==> src/rtl/vc_router_if.sv <==
// rtl/vc_router_if.sv - ingress, VC FIFO write and telemetry signals of vc_router
interface vc_router_if #(
    parameter int DATA_W = 6,
    parameter int CNT_W  = 8
);
    logic [DATA_W-1:0] main_data;
    logic              main_empty;
    logic              main_pop;
    logic              VC0_pause;
    logic              VC1_pause;
    logic [DATA_W-1:0] VC0_data;
    logic              VC0_push;
    logic [DATA_W-1:0] VC1_data;
    logic              VC1_push;
    logic [CNT_W-1:0]  vc0_count;
    logic [CNT_W-1:0]  vc1_count;
    logic [CNT_W-1:0]  stall_count;
    logic [1:0]        state;

    // master drives the ingress FIFO head and pause flags; slave is the router
    modport master (
        output main_data, main_empty, VC0_pause, VC1_pause,
        input  main_pop, VC0_data, VC0_push, VC1_data, VC1_push,
        input  vc0_count, vc1_count, stall_count, state
    );

    modport slave (
        input  main_data, main_empty, VC0_pause, VC1_pause,
        output main_pop, VC0_data, VC0_push, VC1_data, VC1_push,
        output vc0_count, vc1_count, stall_count, state
    );
endinterface

==> src/rtl/vc_router.sv <==
// rtl/vc_router.sv - steers main FIFO words into VC0/VC1 by class bit with head-of-line blocking
module vc_router #(
    parameter int DATA_W = 6,
    parameter int VC_BIT = 5,
    parameter int CNT_W  = 8
) (
    input  logic        clk,
    input  logic        reset,
    vc_router_if.slave  bus
);
    typedef enum logic [1:0] {
        IDLE  = 2'd0,
        ROUTE = 2'd1,
        STALL = 2'd2
    } state_t;

    state_t            state_q, state_d;
    logic [DATA_W-1:0] vc0_data_q, vc0_data_d;
    logic [DATA_W-1:0] vc1_data_q, vc1_data_d;
    logic              vc0_push_q, vc0_push_d;
    logic              vc1_push_q, vc1_push_d;
    logic [CNT_W-1:0]  vc0_count_q, vc0_count_d;
    logic [CNT_W-1:0]  vc1_count_q, vc1_count_d;
    logic [CNT_W-1:0]  stall_count_q, stall_count_d;
    logic              tgt;
    logic              tgt_pause;
    logic              pop;

    always_comb begin
        tgt       = bus.main_data[VC_BIT];
        tgt_pause = tgt ? bus.VC1_pause : bus.VC0_pause;
        // only the head word's target matters, so a paused VC blocks everything behind it
        pop       = !reset && !bus.main_empty && !tgt_pause;

        vc0_data_d    = vc0_data_q;
        vc1_data_d    = vc1_data_q;
        vc0_push_d    = 1'b0;
        vc1_push_d    = 1'b0;
        vc0_count_d   = vc0_count_q;
        vc1_count_d   = vc1_count_q;
        stall_count_d = stall_count_q;

        if (pop) begin
            if (tgt) begin
                vc1_data_d  = bus.main_data;
                vc1_push_d  = 1'b1;
                vc1_count_d = vc1_count_q + CNT_W'(1);
            end else begin
                vc0_data_d  = bus.main_data;
                vc0_push_d  = 1'b1;
                vc0_count_d = vc0_count_q + CNT_W'(1);
            end
        end

        if (bus.main_empty) begin
            state_d = IDLE;
        end else if (pop) begin
            state_d = ROUTE;
        end else begin
            state_d = STALL;
        end

        if (state_d == STALL && stall_count_q != {CNT_W{1'b1}}) begin
            stall_count_d = stall_count_q + CNT_W'(1);
        end
    end

    always_ff @(posedge clk) begin
        if (reset) begin
            state_q       <= IDLE;
            vc0_data_q    <= '0;
            vc1_data_q    <= '0;
            vc0_push_q    <= 1'b0;
            vc1_push_q    <= 1'b0;
            vc0_count_q   <= '0;
            vc1_count_q   <= '0;
            stall_count_q <= '0;
        end else begin
            state_q       <= state_d;
            vc0_data_q    <= vc0_data_d;
            vc1_data_q    <= vc1_data_d;
            vc0_push_q    <= vc0_push_d;
            vc1_push_q    <= vc1_push_d;
            vc0_count_q   <= vc0_count_d;
            vc1_count_q   <= vc1_count_d;
            stall_count_q <= stall_count_d;
        end
    end

    assign bus.main_pop    = pop;
    assign bus.VC0_data    = vc0_data_q;
    assign bus.VC0_push    = vc0_push_q;
    assign bus.VC1_data    = vc1_data_q;
    assign bus.VC1_push    = vc1_push_q;
    assign bus.vc0_count   = vc0_count_q;
    assign bus.vc1_count   = vc1_count_q;
    assign bus.stall_count = stall_count_q;
    assign bus.state       = state_q;
endmodule
==> src/flat_wrapper.sv <==
// flat-port wrapper written by rule: the top's interface ports become plain ports
module vc_router_flat 
#(
    parameter int DATA_W = 6,
    parameter int VC_BIT = 5,
    parameter int CNT_W  = 8
)
  (clk, reset, bus_main_data, bus_main_empty, bus_VC0_pause, bus_VC1_pause, bus_main_pop, bus_VC0_data, bus_VC0_push, bus_VC1_data, bus_VC1_push, bus_vc0_count, bus_vc1_count, bus_stall_count, bus_state);
  vc_router_if #(.DATA_W(DATA_W), .CNT_W(CNT_W)) bus_i ();
  input  logic clk;
  input  logic reset;
  input wire logic [$bits(bus_i.main_data)-1:0] bus_main_data;
  input wire logic [$bits(bus_i.main_empty)-1:0] bus_main_empty;
  input wire logic [$bits(bus_i.VC0_pause)-1:0] bus_VC0_pause;
  input wire logic [$bits(bus_i.VC1_pause)-1:0] bus_VC1_pause;
  output wire logic [$bits(bus_i.main_pop)-1:0] bus_main_pop;
  output wire logic [$bits(bus_i.VC0_data)-1:0] bus_VC0_data;
  output wire logic [$bits(bus_i.VC0_push)-1:0] bus_VC0_push;
  output wire logic [$bits(bus_i.VC1_data)-1:0] bus_VC1_data;
  output wire logic [$bits(bus_i.VC1_push)-1:0] bus_VC1_push;
  output wire logic [$bits(bus_i.vc0_count)-1:0] bus_vc0_count;
  output wire logic [$bits(bus_i.vc1_count)-1:0] bus_vc1_count;
  output wire logic [$bits(bus_i.stall_count)-1:0] bus_stall_count;
  output wire logic [$bits(bus_i.state)-1:0] bus_state;
  assign bus_i.main_data = bus_main_data;
  assign bus_i.main_empty = bus_main_empty;
  assign bus_i.VC0_pause = bus_VC0_pause;
  assign bus_i.VC1_pause = bus_VC1_pause;
  assign bus_main_pop = bus_i.main_pop;
  assign bus_VC0_data = bus_i.VC0_data;
  assign bus_VC0_push = bus_i.VC0_push;
  assign bus_VC1_data = bus_i.VC1_data;
  assign bus_VC1_push = bus_i.VC1_push;
  assign bus_vc0_count = bus_i.vc0_count;
  assign bus_vc1_count = bus_i.vc1_count;
  assign bus_stall_count = bus_i.stall_count;
  assign bus_state = bus_i.state;
  vc_router #(.DATA_W(DATA_W), .VC_BIT(VC_BIT), .CNT_W(CNT_W)) u_core (.clk(clk), .reset(reset), .bus(bus_i));
endmodule
==> config.mk <==
export PLATFORM = sky130hd
export DESIGN_NAME = vc_router_flat
export DESIGN_NICKNAME = d
export VERILOG_FILES = /design/src/rtl/vc_router_if.sv /design/src/rtl/vc_router.sv /design/src/flat_wrapper.sv
export SDC_FILE = /design/constraint.sdc
export NUM_CORES = 1
export LEC_CHECK = 0
export BUFFER_PORTS_ARGS = -buffer_cell sky130_fd_sc_hd__buf_2
export CAP_MARGIN = 25
export CORE_MARGIN = 10
export CORE_UTILIZATION = 45
export DETAILED_ROUTE_END_ITERATION = 12
export GPL_TIMING_DRIVEN = 0
export PLACE_DENSITY = 0.76
export SLEW_MARGIN = 15
export SYNTH_ARGS = -nofsm -noshare
export SYNTH_HDL_FRONTEND = slang
export SYNTH_SLANG_ARGS = --single-unit
==> constraint.sdc <==
create_clock -name clk -period 3.21 [get_ports clk]
set_input_delay 0.4815 -clock clk [delete_from_list [all_inputs] [get_ports clk]]
set_output_delay 0.4815 -clock clk [all_outputs]
set_load 0.02 [all_outputs]
* Yosys cells after proc, flatten, opt, wreduce, memory -nomap -nowiden
Index checks and enable logic that the tools add are counted.
** Storage, ports and cells
- Bits in writable memories :: 0
- Memories :: 0
- Input bits :: 11
- Word-level logic and storage cells :: 29
- Output and inout bits :: 41
- Flip-flop bits (word level) :: 39
- Bits in latches :: 0
- ROM bits :: 0
** Operators by class
- Order comparisons :: 0
- $add $sub $neg :: 3
- Mux-type cells :: 5
- Bitwise gates (word level) :: 2
- Eq/ne operators :: 2
- Reduce and logical (&&, ||, !) cells :: 9
- Div/mod/pow operators :: 0
- Shift-type cells :: 0
- Multipliers :: 0
** Operator list (number)
- $add A8 B1 Y8 const B :: 3
- $ne A8 B8 Y1 const B :: 1
- $mux W2 :: 2
- $reduce_and A2 Y1 :: 2
- $logic_and A1 B1 Y1 :: 3
- $logic_not A1 Y1 :: 3
- $mux W1 :: 3
- $eq A2 B2 Y1 const B :: 1
- $not A1 Y1 :: 2
- $reduce_or A2 Y1 :: 1

* Longest topological paths before layout
- Depth after elaboration :: 7
- Mapped depth :: 8
- Depth with buffers taken out :: 5

* Worst setup path before layout
Ideal clock, no wire load.
- Path kind :: in2out
- Start point :: in bus_main_data[5]
- End point :: out bus_main_pop
- Data arrival time :: 1.355 ns
- Path buffers :: 0
- Cell stages on the path :: 2
- Data required time :: 2.728 ns
- Setup slack :: 1.374 ns
- Cells stage by stage :: mux2_2 -> nor3_1
** On the way
- Cells in the longest elaborated chain, start to end :: 3
** RTL lines
- start: declaration :: RTL line flat_wrapper.sv:12 : input wire logic [$bits(bus_i.main_data)-1:0] bus_main_data;
- $mux W1 :: RTL line vc_router.sv:31 : tgt_pause = tgt ? bus.VC1_pause : bus.VC0_pause;
- $logic_not A1 Y1 :: RTL line vc_router.sv:33 : pop = !reset && !bus.main_empty && !tgt_pause;
- $logic_and A1 B1 Y1 :: RTL line vc_router.sv:33
- end: declaration :: RTL line flat_wrapper.sv:16 : output wire logic [$bits(bus_i.main_pop)-1:0] bus_main_pop;
No other way between the ends.

* Final worst setup path
Ends and elaborated chain as after synthesis.

==> results_dict.tcl <==
set metrics [dict create \
    status "completed" \
    drive_gt1_share_pct 30.17 \
    tns_ns 0 \
    worst_skew_pair.late_latency_ns 0.35 \
    hold_path.class "input pin to flip-flop" \
    grt_pass1_wl_mm 6.589 \
    start_util_pct 47.88 \
    setup_viol 0 \
    finalCritPeriodShare_pct 56.97 \
    final_util_pct 58.75 \
    timing.rr.end "u_core.bus.stall_count[1]" \
    syn_nets 189 \
    viasPerCell 4.993 \
    timing.final.ws_setup_ns 1.381 \
    coreArea_um2 3416 \
    die_x_um 80.29 \
    synth-seq-cells 39 \
    first_pass_iters 4 \
    powerDensity_nw_per_um2 426.3 \
    startpoint_type "input pin" \
    clock-sinks 39 \
    antenna_found_initial 0 \
    arrival_ns 1.35 \
    antennaDiodeCount 0 \
    critPathKind "input pin to primary output" \
    synth_edf_count 0 \
    syn_avg_cell_area_um2 9.345 \
    yosys_warnings 0 \
    netlist_instances 175 \
    drc 0 \
    grt_overflow 0 \
    drt_wl_total_mm 3.799 \
    cts_root_buf "clkbuf_4" \
    fmax_mhz 546.9 \
    yosysSeqAreaShare_pct 47.74 \
    port_buffers 49 \
    ff2ff_setup_slack_ns 1.57 \
    cap_violations 0 \
    ctsHoldBuffers 0 \
    clkTransAtPathRegs_ns 0.11 \
    min_path_cells 3 \
    cts_max_path_buffers 2 \
    ant_nets 0 \
    relSlewSlack_pct 63.21 \
    postCtsSetupRepairBufs 0 \
    ir_worst_vdd_mv 0.3050 \
    r2r_start "u_core.bus.stall_count[0]" \
    drt-initial-drc-count 42 \
    end_kind "primary output" \
    finalCriticalPeriod_ns 1.829 \
    area_growth_pct 22.72 \
    synth.distinct_cells 34 \
    hold_path_end "u_core.bus.VC0_data[0]" \
    synth-main-ff-cell "dfxtp_1" \
    p_leak_nw 0.9227 \
    fin_skew_ns 0.009931 \
    fin_nets 245 \
    numCtsBuffers 5 \
    first_global_vias 1420 \
    critPathRequiredTime_ns 2.73 \
    total_power_uw 855.6 \
    post_cts_resize_count 0 \
    synthesis.area_um2 1635 \
    std_cell_rows 21 \
    cts_tree "done" \
    rsz0062_at_grt "false" \
    vias 1388 \
    r2r_cells 5 \
    die_area_um2 6446 \
    drv_slew 0 \
    dp_hpwl_mm 2.912 \
    wl_per_cell_um 13.67 \
    place_congestion 0.7870 \
    dp_slack_ns 1.213 \
    ys_async_sr_fraction_pct 0 \
    hp-start "bus_main_data[0]" \
    grt_util_all_layers_pct 12.77 \
    pin_count 52 \
    final_common_cell "buf_2" \
    worstMarginPinSlew_ns 0.5503 \
    grt_max_degree 12 \
    h-tree-depth 2 \
    cp_max_fo 6 \
    hold_violations 0 \
    final_cell_mix "buf_2 (49), dfxtp_1 (39), nor2_1 (26)" \
    dieHeight_um 80.29 \
]
-- how the worst max path moves through the flow --
stage,slack [ns],end,from,cells after the start
detailed placement,1.21,u_core.bus.stall_count[2],bus_main_data[5],5
global placement,1.35,u_core.bus.vc1_count[2],bus_main_empty,6
CTS,1.38,bus_main_pop,bus_main_data[5],4
floorplan,1.37,bus_main_pop,bus_main_data[5],2
finish,1.38,bus_main_pop,bus_main_data[5],4
global route,1.32,bus_main_pop,bus_main_data[5],4
-- stage by stage --
| step | instances | instance area (µm²) | hold WS, ns |
|---|---|---|---|
| 2_1_floorplan | 175 | 1635 | 0.5327 |
| 3_3_place_gp | 270 | 1938 | 0.4379 |
| 3_5_place_dp | 270 | 1938 | 0.4430 |
| 4_1_cts | 278 | 2007 | 0.3619 |
| 5_1_grt | 278 | 2007 | 0.3645 |
| 6_report | 278 | 2007 | 0.3753 |
-- synth_stat cells, types with 2 or more instances --
cell       count  share of area, %
and4_1         2               1.1
xnor2_1        2               1.1
inv_1          3              0.69
nor3_1         3              0.92
and3_1         5               1.9
a21oi_1        9               2.8
o21ai_0        4               1.2
or3_1          3               1.1
buf_6          2               1.4
xor2_1        13               7.0
mux2i_1        9               5.5
nand2_2        2              0.76
nand3_1        5               1.5
o2111ai_1      2               1.1
clkbuf_1       2              0.46
buf_1          2              0.46
buf_4          2              0.92
nand2_1       17               3.9
and2_1         2              0.76
dfxtp_1       39                48
nand4_1        7               2.7
ha_1           3               2.3
nor2_1        26               6.0
-- flip-flops by register name (all words and copies together) (netlist names) --
name,cells
u_core.bus.VC0_data,5
u_core.bus.vc1_count,8
u_core.bus.VC1_push,1
u_core.bus.VC0_push,1
u_core.bus.stall_count,8
u_core.bus.VC1_data,6
u_core.bus.state,2
u_core.bus.vc0_count,8
-- power by group --
part           internal, mW  switching [mW]
combinational        0.0265          0.0452
clock                 0.129           0.156
sequential            0.492         0.00683
total                 0.648           0.208
-- worst max-delay path, stage by stage --
cell	delay [ns]
buf_2	0.10
mux2_2	0.38
nor3_1	0.18
buf_2	0.21
-- area by class of cell --
class,count,area [µm²]
Buffer,9,72.57
Clock buffer,8,68.82
Fill cell,319,1409
Inverter,4,20.02
Multi-Input combinational cell,123,762.0
Sequential cell,39,780.7
Tap cell,46,57.56
Timing Repair Buffer,49,245.2
-- layer usage --
layer,vias up,track usage [%],wire length [µm]
met4,0,6.338,74
met2,44,19.98,1771
li1,708,-,-
met5,-,0,0
met1,628,14.48,1614
met3,8,5.568,338
-- cell families (layout without fill, tap and decap cells) --
family | after synthesis | count (layout) | share of synthesized area, %
AND/OR/NAND/NOR | 76 | 76 | 23.03
flip-flops | 39 | 39 | 47.74
AO/OA/AOI/OAI | 18 | 18 | 6.810
XOR/XNOR | 15 | 15 | 8.034
buffers and inverters | 13 | 70 | 5.662
multiplexers | 10 | 10 | 6.198
adder cells (fa/ha/maj) | 3 | 3 | 2.296
other | 1 | 1 | 0.2293
No activity file was read; power rests on OpenSTA's default activity.
